### src/rtl/retire_rat_pkg.sv
// Shared types and constants for the retirement register alias table.
package retire_rat_pkg;

  localparam int unsigned NUM_ARCH = 32;
  localparam int unsigned PHYS_W   = 6;
  localparam int unsigned ARCH_W   = 5;

  typedef logic [PHYS_W-1:0] phys_tag_t;

  typedef struct packed {
    logic              valid;
    logic              regwr;
    logic [ARCH_W-1:0] arch;
    phys_tag_t         phys;
  } commit_slot_t;

  // Number of set bits in a two-slot strobe vector (0..2).
  function automatic logic [1:0] count2(input logic [1:0] v);
    return {1'b0, v[0]} + {1'b0, v[1]};
  endfunction

endpackage

### src/rtl/retire_rat_free_return_fifo.sv
// Two-in / one-out FIFO of physical tags awaiting return to the rename free list.
// Pushes are compacted so slot 0 lands ahead of slot 1; en_i low freezes everything.
module retire_rat_free_return_fifo
  import retire_rat_pkg::*;
#(
  parameter  int unsigned FREE_DEPTH = 8,
  localparam int unsigned PTR_W      = $clog2(FREE_DEPTH),
  localparam int unsigned CNT_W      = PTR_W + 1
) (
  input  logic                 clk_i,
  input  logic                 rst_ni,
  input  logic                 en_i,
  input  logic                 clr_i,
  input  logic [1:0]           push_i,
  input  phys_tag_t [1:0]      push_data_i,
  input  logic                 pop_i,
  output phys_tag_t            head_o,
  output logic [CNT_W-1:0]     count_o
);

  phys_tag_t        mem_q [FREE_DEPTH];
  logic [PTR_W-1:0] wr_ptr_q, wr_ptr_d;
  logic [PTR_W-1:0] rd_ptr_q, rd_ptr_d;
  logic [CNT_W-1:0] count_q, count_d;
  logic [PTR_W-1:0] wr_addr0_s, wr_addr1_s;
  logic [1:0]       push_n_s;
  logic             pop_s;

  // Pointer/count next state; a clear empties the FIFO, disable holds it.
  always_comb begin
    pop_s      = pop_i && (count_q != '0);
    push_n_s   = count2(push_i);
    wr_addr0_s = wr_ptr_q;
    wr_addr1_s = wr_ptr_q + PTR_W'(push_i[0]);
    wr_ptr_d   = wr_ptr_q;
    rd_ptr_d   = rd_ptr_q;
    count_d    = count_q;
    if (!en_i) begin
      count_d = count_q;
    end else if (clr_i) begin
      wr_ptr_d = '0;
      rd_ptr_d = '0;
      count_d  = '0;
    end else begin
      wr_ptr_d = wr_ptr_q + PTR_W'(push_n_s);
      rd_ptr_d = rd_ptr_q + PTR_W'(pop_s);
      count_d  = count_q + CNT_W'(push_n_s) - CNT_W'(pop_s);
    end
  end

  // Pointer and occupancy registers.
  always_ff @(posedge clk_i or negedge rst_ni) begin
    if (!rst_ni) begin
      wr_ptr_q <= '0;
      rd_ptr_q <= '0;
      count_q  <= '0;
    end else begin
      wr_ptr_q <= wr_ptr_d;
      rd_ptr_q <= rd_ptr_d;
      count_q  <= count_d;
    end
  end

  // Storage array; contents are only meaningful between the pointers.
  always_ff @(posedge clk_i) begin
    if (en_i && !clr_i) begin
      if (push_i[0]) begin
        mem_q[wr_addr0_s] <= push_data_i[0];
      end
      if (push_i[1]) begin
        mem_q[wr_addr1_s] <= push_data_i[1];
      end
    end
  end

  assign head_o  = mem_q[rd_ptr_q];
  assign count_o = count_q;

endmodule

### src/rtl/retire_rat.sv
// Retirement RAT: applies in-order commits to the architectural map and
// returns superseded physical tags to rename, one per cycle, via a small FIFO.
module retire_rat #(
  parameter int unsigned NUM_ARCH     = retire_rat_pkg::NUM_ARCH,
  parameter int unsigned PHYS_W       = retire_rat_pkg::PHYS_W,
  parameter int unsigned FREE_DEPTH   = 8,
  parameter bit          ZERO_PROTECT = 1'b1
) (
  input  logic                             CLK,
  input  logic                             RESET,
  input  logic                             STALL,
  input  logic                             FLUSH,
  input  logic [1:0]                       commit_valid,
  input  logic [1:0]                       commit_regwr,
  input  logic [1:0][4:0]                  commit_arch,
  input  logic [1:0][PHYS_W-1:0]           commit_phys,
  output logic                             commit_ready,
  output logic                             rrat_free,
  output logic [PHYS_W-1:0]                rrat_free_reg,
  output logic [NUM_ARCH-1:0][PHYS_W-1:0]  rrat_map,
  output logic [31:0]                      retired_count
);

  localparam int unsigned CNT_W = $clog2(FREE_DEPTH) + 1;

  typedef retire_rat_pkg::commit_slot_t slot_t;

  slot_t [1:0]                      slot_s;
  logic [NUM_ARCH-1:0][PHYS_W-1:0]  map_q, map_d;
  logic                             free_q, free_d;
  logic [PHYS_W-1:0]                free_reg_q, free_reg_d;
  logic [31:0]                      retired_q, retired_d;
  logic [32:0]                      retired_sum_s;
  logic [1:0]                       accepted_s;
  logic [1:0]                       push_s;
  logic [1:0][PHYS_W-1:0]           push_data_s;
  logic [PHYS_W-1:0]                head_s;
  logic [CNT_W-1:0]                 fifo_count_s;

  // Two free slots of headroom guarantee a dual commit never overflows the FIFO.
  assign commit_ready = (fifo_count_s <= CNT_W'(FREE_DEPTH - 2)) && !STALL && !FLUSH;

  // Bundle each commit slot, qualified by acceptance.
  always_comb begin
    for (int s = 0; s < 2; s++) begin
      slot_s[s].valid = commit_valid[s] & commit_ready;
      slot_s[s].regwr = commit_regwr[s];
      slot_s[s].arch  = commit_arch[s];
      slot_s[s].phys  = commit_phys[s];
    end
  end

  // Map update and tag returns; slot 1 sees slot 0's write, so a same-arch
  // pair retires slot 0's phys as dead on arrival.
  always_comb begin
    map_d       = map_q;
    push_s      = 2'b00;
    push_data_s = '0;
    for (int s = 0; s < 2; s++) begin
      if (slot_s[s].valid && slot_s[s].regwr) begin
        push_s[s] = 1'b1;
        if (ZERO_PROTECT && (slot_s[s].arch == 5'd0)) begin
          push_data_s[s] = slot_s[s].phys;
        end else begin
          push_data_s[s]           = map_d[slot_s[s].arch];
          map_d[slot_s[s].arch]    = slot_s[s].phys;
        end
      end else begin
        push_s[s] = 1'b0;
      end
    end
  end

  // Saturating count of accepted commits.
  always_comb begin
    accepted_s    = {slot_s[1].valid, slot_s[0].valid};
    retired_sum_s = {1'b0, retired_q} + 33'(retire_rat_pkg::count2(accepted_s));
    if (retired_sum_s[32]) begin
      retired_d = 32'hFFFF_FFFF;
    end else begin
      retired_d = retired_sum_s[31:0];
    end
  end

  // Free-strobe output: pop the pre-edge head; flush drops pending returns.
  always_comb begin
    free_d     = free_q;
    free_reg_d = free_reg_q;
    if (STALL) begin
      free_d = free_q;
    end else if (FLUSH) begin
      free_d = 1'b0;
    end else if (fifo_count_s != '0) begin
      free_d     = 1'b1;
      free_reg_d = head_s;
    end else begin
      free_d = 1'b0;
    end
  end

  retire_rat_free_return_fifo #(
    .FREE_DEPTH (FREE_DEPTH)
  ) u_fifo (
    .clk_i       (CLK),
    .rst_ni      (RESET),
    .en_i        (!STALL),
    .clr_i       (FLUSH),
    .push_i      (push_s),
    .push_data_i (push_data_s),
    .pop_i       (1'b1),
    .head_o      (head_s),
    .count_o     (fifo_count_s)
  );

  // Architectural state and registered outputs; reset restores identity map.
  always_ff @(posedge CLK or negedge RESET) begin
    if (!RESET) begin
      for (int i = 0; i < NUM_ARCH; i++) begin
        map_q[i] <= PHYS_W'(i);
      end
      free_q     <= 1'b0;
      free_reg_q <= '0;
      retired_q  <= 32'd0;
    end else begin
      map_q      <= map_d;
      free_q     <= free_d;
      free_reg_q <= free_reg_d;
      retired_q  <= retired_d;
    end
  end

  assign rrat_map      = map_q;
  assign rrat_free     = free_q;
  assign rrat_free_reg = free_reg_q;
  assign retired_count = retired_q;

endmodule

### config.mk
export PLATFORM = sky130hd
export DESIGN_NAME = retire_rat
export DESIGN_NICKNAME = d
export VERILOG_FILES = /design/src/rtl/retire_rat_pkg.sv /design/src/rtl/retire_rat_free_return_fifo.sv /design/src/rtl/retire_rat.sv
export SDC_FILE = /design/constraint.sdc
export NUM_CORES = 1
export LEC_CHECK = 0
export ABC_CLOCK_PERIOD_IN_PS = 4320
export BUFFER_PORTS_ARGS = -buffer_cell sky130_fd_sc_hd__buf_4
export CORE_MARGIN = 2
export CORE_UTILIZATION = 59
export CTS_CLUSTER_SIZE = 20
export DETAILED_ROUTE_END_ITERATION = 10
export PLACE_DENSITY = 0.82
export RECOVER_POWER = 50
export SLEW_MARGIN = 15
export SYNTH_ARGS = -nofsm -noshare
export SYNTH_HDL_FRONTEND = slang
export SYNTH_SLANG_ARGS = --single-unit
### constraint.sdc
create_clock -name CLK -period 4.32 [get_ports CLK]
set_input_delay 0.432 -clock CLK [delete_from_list [all_inputs] [get_ports CLK]]
set_output_delay 0.432 -clock CLK [all_outputs]
set_load 0.05 [all_outputs]
Yosys cells after proc, flatten, opt, wreduce, memory -nomap -nowiden. Memories as Yosys holds them, arrays and structs flattened. A register that Yosys moved wholly into a read port is not among the register bits. Cells that the tools add are included.

Add/subtract/negate cells: 8. Magnitude comparators: 5. Reduce and logical (&&, ||, !) cells: 14. Bitwise gates (word level): 4. Mux-type cells: 32.

Operators with widths (count): two-way mux 192 bit (4); bitwise mux 192 bit (2); binary-select mux 6 bit (select 5 bit) (2); demux 6 bit (select 5 bit) (2); two-way mux 6 bit (8); adder 32 x 2 -> 33 bit (1); two-way mux 32 bit (1); less-than comparator 5 x 6 -> 1 bit, second input constant (2); greater-or-equal comparator 5 x 1 -> 1 bit, second input constant (2); logical NOT 5 bit (2); two-way mux 1 bit (10); logical AND 1 bit (7); adder 3 x 1 -> 3 bit (2); two-way mux 3 bit (2); adder 1 x 1 -> 2 bit (2); adder 4 x 2 -> 4 bit (1); <= comparator 4 x 3 -> 1 bit, second input constant (1); two-way mux 4 bit (1); nonzero test 4 bit (1); subtractor 4 x 1 -> 4 bit (1); adder 3 x 2 -> 3 bit (1); logical NOT 1 bit (3); AND reduction 3 bit (1); bitwise AND 1 bit (2); NOT 1 bit (2).

Memories kept: 1. Register bits: 235. RAM bits: 48.

Memory list: u_fifo.mem_q (depth 8, bits a word 6, rd ports 1, clocked after Yosys merged registers in 1, wr ports 2, line retire_rat_free_return_fifo.sv:21) `phys_tag_t mem_q [FREE_DEPTH];`.

Logic depth before layout (Yosys ltp).
Word-level depth: 11. Gate-level depth with buffers: 21. Depth with buffers taken out: 17.

Hierarchy. Synthesis repeated with hierarchy kept, for this count alone.

Cell total of the unflattened synthesis: 1972. Area total of the unflattened synthesis: 18829.3 µm².

By module, submodules not included: retire_rat (cells an instance 1741, instances 1, area each 15572.4 µm²); retire_rat_free_return_fifo (cells an instance 231, instances 1, area each 3256.9 µm²).

Worst setup path after synthesis. No wires, ideal clock.

Path type: reg2reg. Start: register u_fifo.count_q[3] (netlist: u_fifo.count_o[3]). End: register retired_q[10] (netlist: retired_count[10]). Path slack: 149 ps. Path buffers: 4. Period minus slack after synthesis: 4171 ps. Cell stages (with the launch flop): 22. Arrival: 4103 ps. Setup time: 68 ps. Cells stage by stage: dfrtp_1 > inv_1 > ha_1 > a21bo_1 > buf_4 > nand3_4 > inv_1 > buf_2 > nand2_1 > fa_1 > inv_1 > ha_1 > and3_1 > and3_1 > and2_1 > inv_1 > nor3_1 > nand3_1 > or2_2 > clkbuf_1 > clkbuf_1 > nand2_1.

Cells in the longest elaborated chain, start to end: 7. Elaborated cells between the ends (all ways): 8. Classes of those cells: add/sub (2); order compare (1); mux (1); bitwise (2); reduce/logical (2).

RTL lines: start, declared (line retire_rat_free_return_fifo.sv:24) `logic [CNT_W-1:0] count_q, count_d;`; start signal, assigned (line retire_rat_free_return_fifo.sv:60) `count_q <= count_d;`; <= comparator 4 x 3 -> 1 bit (*) (line retire_rat.sv:41) `assign commit_ready = (fifo_count_s <= CNT_W'(FREE_DEPTH - 2)) && !STALL && !FLUSH;`; logical AND 1 bit (*) (2 in series) (line retire_rat.sv:41); via commit_ready (line retire_rat.sv:17) `output logic commit_ready,`; bitwise AND 1 bit (line retire_rat.sv:46) `slot_s[s].valid = commit_valid[s] & commit_ready;`; adder 1 x 1 -> 2 bit (*) (line retire_rat_pkg.sv:19) `return {1'b0, v[0]} + {1'b0, v[1]};`; adder 32 x 2 -> 33 bit (*) (line retire_rat.sv:77) `retired_sum_s = {1'b0, retired_q} + 33'(retire_rat_pkg::count2(accepted_s));`; two-way mux 32 bit (*) (line retire_rat.sv:78) `if (retired_sum_s[32]) begin`; via retired_d[10] (line retire_rat.sv:32) `logic [31:0] retired_q, retired_d;`; end signal, assigned (line retire_rat.sv:128) `retired_q <= retired_d;`; end, declared (line retire_rat.sv:32).

Mark *: on every way through the listed nets, which the timed path passes. The rest lies on a longest branch. A chain may end at the register's enable or synchronous reset.

==> flow_summary.toml <==
[outcome]
status = "complete, but fails checks"
violations = "capacitance limit, slew limit"

[routing]
wirelength_um = 74400
first_iter_violations = 2822
postRouteAntennaNets = 0
vias = 17900
viasPerCell = 7.11
wl_per_cell_um = 29.6
drcViolationCount = 0
dr.pass1.iters = 6

[synthesis]
synth_top_area_share = 0.223
synth_edf_count = 48
synth-simple-area-share = 0.163
async_flop_share = 0.834
synth_compound_area_frac = 0.149
seq_area_frac_synth = 0.419
synthAdderAreaFrac = 0.0130
yosys.area_share.xor_xnor = 0.0136
avgSynthCellArea_um2 = 9.66
synthMuxAreaShare = 0.204
synth_fp_nets = 1920
synth_area_leaders = "dfrtp_1, dfstp_2, mux2i_1"
synth.distinct_cells = 82
ys_ff_latch = 289
netlist_area_mm2 = 0.0181
yosysWarnings = 0
syn_inst = 1873
synth_top_family_by_area = "multiplexers"
yosys_most_used_dff = "dfrtp_1"
yosys.area.top_type = "dfrtp_1"

[global_route]
grt.met1_usage = 0.589
grt_pass1_vias = 17000
grtUsageMet2 = 0.693
grt_max_degree = 101
antenna_found_initial = 1
grt_util_met3 = 0.143
grt.busiest_layer = "met2"
grt_overflow = 0
grt_pass1_wl_um = 108000
grtUsageTotal = 0.460

[critical_path]
cp_common_cell = "mux2i_1"
worstPathRequired_ns = 4.68
worstSetupEndpointType = "flip-flop"
slowest_delay_ns = 0.61
r2r_cells = 12
path_cells = "inv_1 > ha_1 > a21bo_1 > nand4_2 > nor2_1 > buf_4 > mux2i_1 > mux2i_1 > o22ai_1 > nor4_1 > nand3_1 > a31oi_1"
path_class = "flip-flop to flip-flop"
path_max_fanout = 8
slowest_stage = "mux2i_1"
critPathArrivalTime_ns = 4.48
cp-start-kind = "flip-flop"

[clocking]
cts_tree = "done"
clk_pin_slew_ns = 0.06
clk_path_buf_depth = 3
clock_sinks = 289
root_buffer = "clkbuf_16"
cts_buffers = 34
cts_max_level = 2
clock_latency_ns = 0.53

[sta]
skew_ns = 0.0256
timing.fmax_mhz = 243
grt_setup_unrepaired = "no"
setup_tns_ns = 0
fin_crit_sh = 0.954
relSlewSlack = -0.725
min_period_ns = 4.12
setup_viol_count_final = 0
finalHoldViolations = 0
slew_violations = 101
worstMarginPinSlew_ns = 2.59

[power]
leakage_nw = 9.00
p_per_area_mw_per_mm2 = 461
ir_worst_vdd_v = 0.000379

[die]
die_area_mm2 = 0.0321
die_h_um = 179
design.core.area_mm2 = 0.0303
placementRows = 64
fp.dieW_um = 179
io_pins = 262
start_util = 0.596

[finish]
area_growth_pct = 15.5
largest_reg_flops = 192
drive_gt1_frac = 0.190
utilization = 0.689
instances_no_fill = 2510
fin_nets = 2133

[worst_hold_path]
hp-class = "primary input to flip-flop"
worst_hold_path.num_cells = 2

[placement]
dpl.cell_count = 2445
dp_hpwl_um = 52300
routabilityCongestion = 1.07
io_buffers = 261

[job]
max_cap_viol_count = 1
==> metal layers <==
| metal | wire length (µm) | vias up |
|---|---|---|
| met2 | 32800 | 1611 |
| met4 | 5110 | 2 |
| li1 | - | 7314 |
| met3 | 10600 | 396 |
| met1 | 25800 | 8527 |
| met5 | 63 | - |
==> Yosys cell counts, types with 10 or more instances <==
cell type  count
mux2i_1      193
or4_1         10
inv_1         23
nor2_1       253
a31oi_1       39
clkbuf_1     115
buf_1         10
dfstp_2       80
mux2_2        34
dfrtp_1      161
buf_2         23
nor4_1        10
xor2_1        19
a22oi_1       25
o21ai_0       62
nand4_1       10
o22ai_1       26
a21oi_1      202
nor3_1        40
edfxtp_1      48
nand3_1       56
nand2_1      169
o211ai_1      18
mux4_2        61
ha_1          14
and3_1        11
==> repair_timing <==
| item | in CTS | in global routing |
|---|---|---|
| hold endpoints to repair | 18 | 0 |
| resized for setup | 0 | 2 |
| endpoints found under the setup margin | 0 | 28 |
| hold buffers | 1 | 0 |
| buffers inserted | 0 | 0 |
==> kinds of logic after synthesis <==
group	Yosys count
buf+inv	177
simple gates	632
fa+ha+maj	17
mux	288
xor+xnor	28
flops	289
compound gates	442
==> final timing paths <==
| kind | startpoint | to | slack, ns |
|---|---|---|---|
| max | u_fifo.count_o[3] | u_fifo.mem_q[4][2] | 0.20 |
| min in group asynchronous | RESET | u_fifo.rd_ptr_q[1] | 1.25 |
| min | FLUSH | u_fifo.wr_addr0_s[2] | 0.15 |
| max reg2reg | u_fifo.count_o[3] | u_fifo.mem_q[4][2] | 0.20 |
| min reg2reg | rrat_map[5] | rrat_map[5] | 0.41 |
| max in group asynchronous | RESET | rrat_map[129] | 0.63 |
==> layout by cell type (no fill, tap or decap), types with 6 or more instances in the layout <==
cell type  count
a21oi_1      202
a22o_1         6
a22oi_1       25
a31oi_1       39
and2_1         7
and3_1        11
and4_1         9
buf_4        129
clkbuf_1     205
clkbuf_16     37
clkbuf_8       6
clkinv_2       6
dfrtp_1      161
dfstp_2       80
edfxtp_1      48
ha_1          14
inv_1         23
mux2_2        34
mux2i_1      193
mux4_2        61
nand2_1      169
nand2b_1       7
nand3_1       56
nand4_1       10
nor2_1       253
nor2b_1        9
nor3_1        39
nor4_1        10
o211ai_1      18
o21ai_0       62
o21ai_1        7
o22ai_1       26
or4_1         10
xnor2_1        9
xor2_1        19
==> per-stage QoR <==
stage | hold WS [ns] | area [µm²] | total power, mW | setup WS (ns)
finish | 0.151 | 20900 | 9.62 | 0.201
global route | 0.180 | 20900 | 9.90 | 0.0148
CTS | 0.147 | 21600 | 9.77 | 0.227
detailed placement | 0.398 | 20500 | 6.88 | 0.252
global placement | 0.385 | 20500 | 6.80 | 0.384
floorplan | 0.136 | 18100 | 5.70 | 0.149
==> layout make-up <==
cell class / count / area [µm²]
Antenna cell: 2 / 5.00
Clock buffer: 53 / 1050
Clock inverter: 9 / 76.3
Fill cell: 2484 / 9450
Inverter: 24 / 90.1
Multi-Input combinational cell: 1407 / 9850
Sequential cell: 289 / 7570
Tap cell: 396 / 495
Timing Repair Buffer: 330 / 1770
==> critical path, delay by kind of cell (launching register included) <==
family,cells,cell delay [ns]
compound gates,3,0.72
mux,2,0.70
flops,1,0.41
buf+inv,2,0.29
simple gates,4,1.60
fa+ha+maj,1,0.22
==> where the power goes <==
group,switching (mW),total (mW),internal (mW)
Clock,1.21,2.94,1.73
Combinational,2.23,3.08,0.845
Sequential,0.428,3.61,3.18
Note: power is estimated with default switching activity, not from simulation.
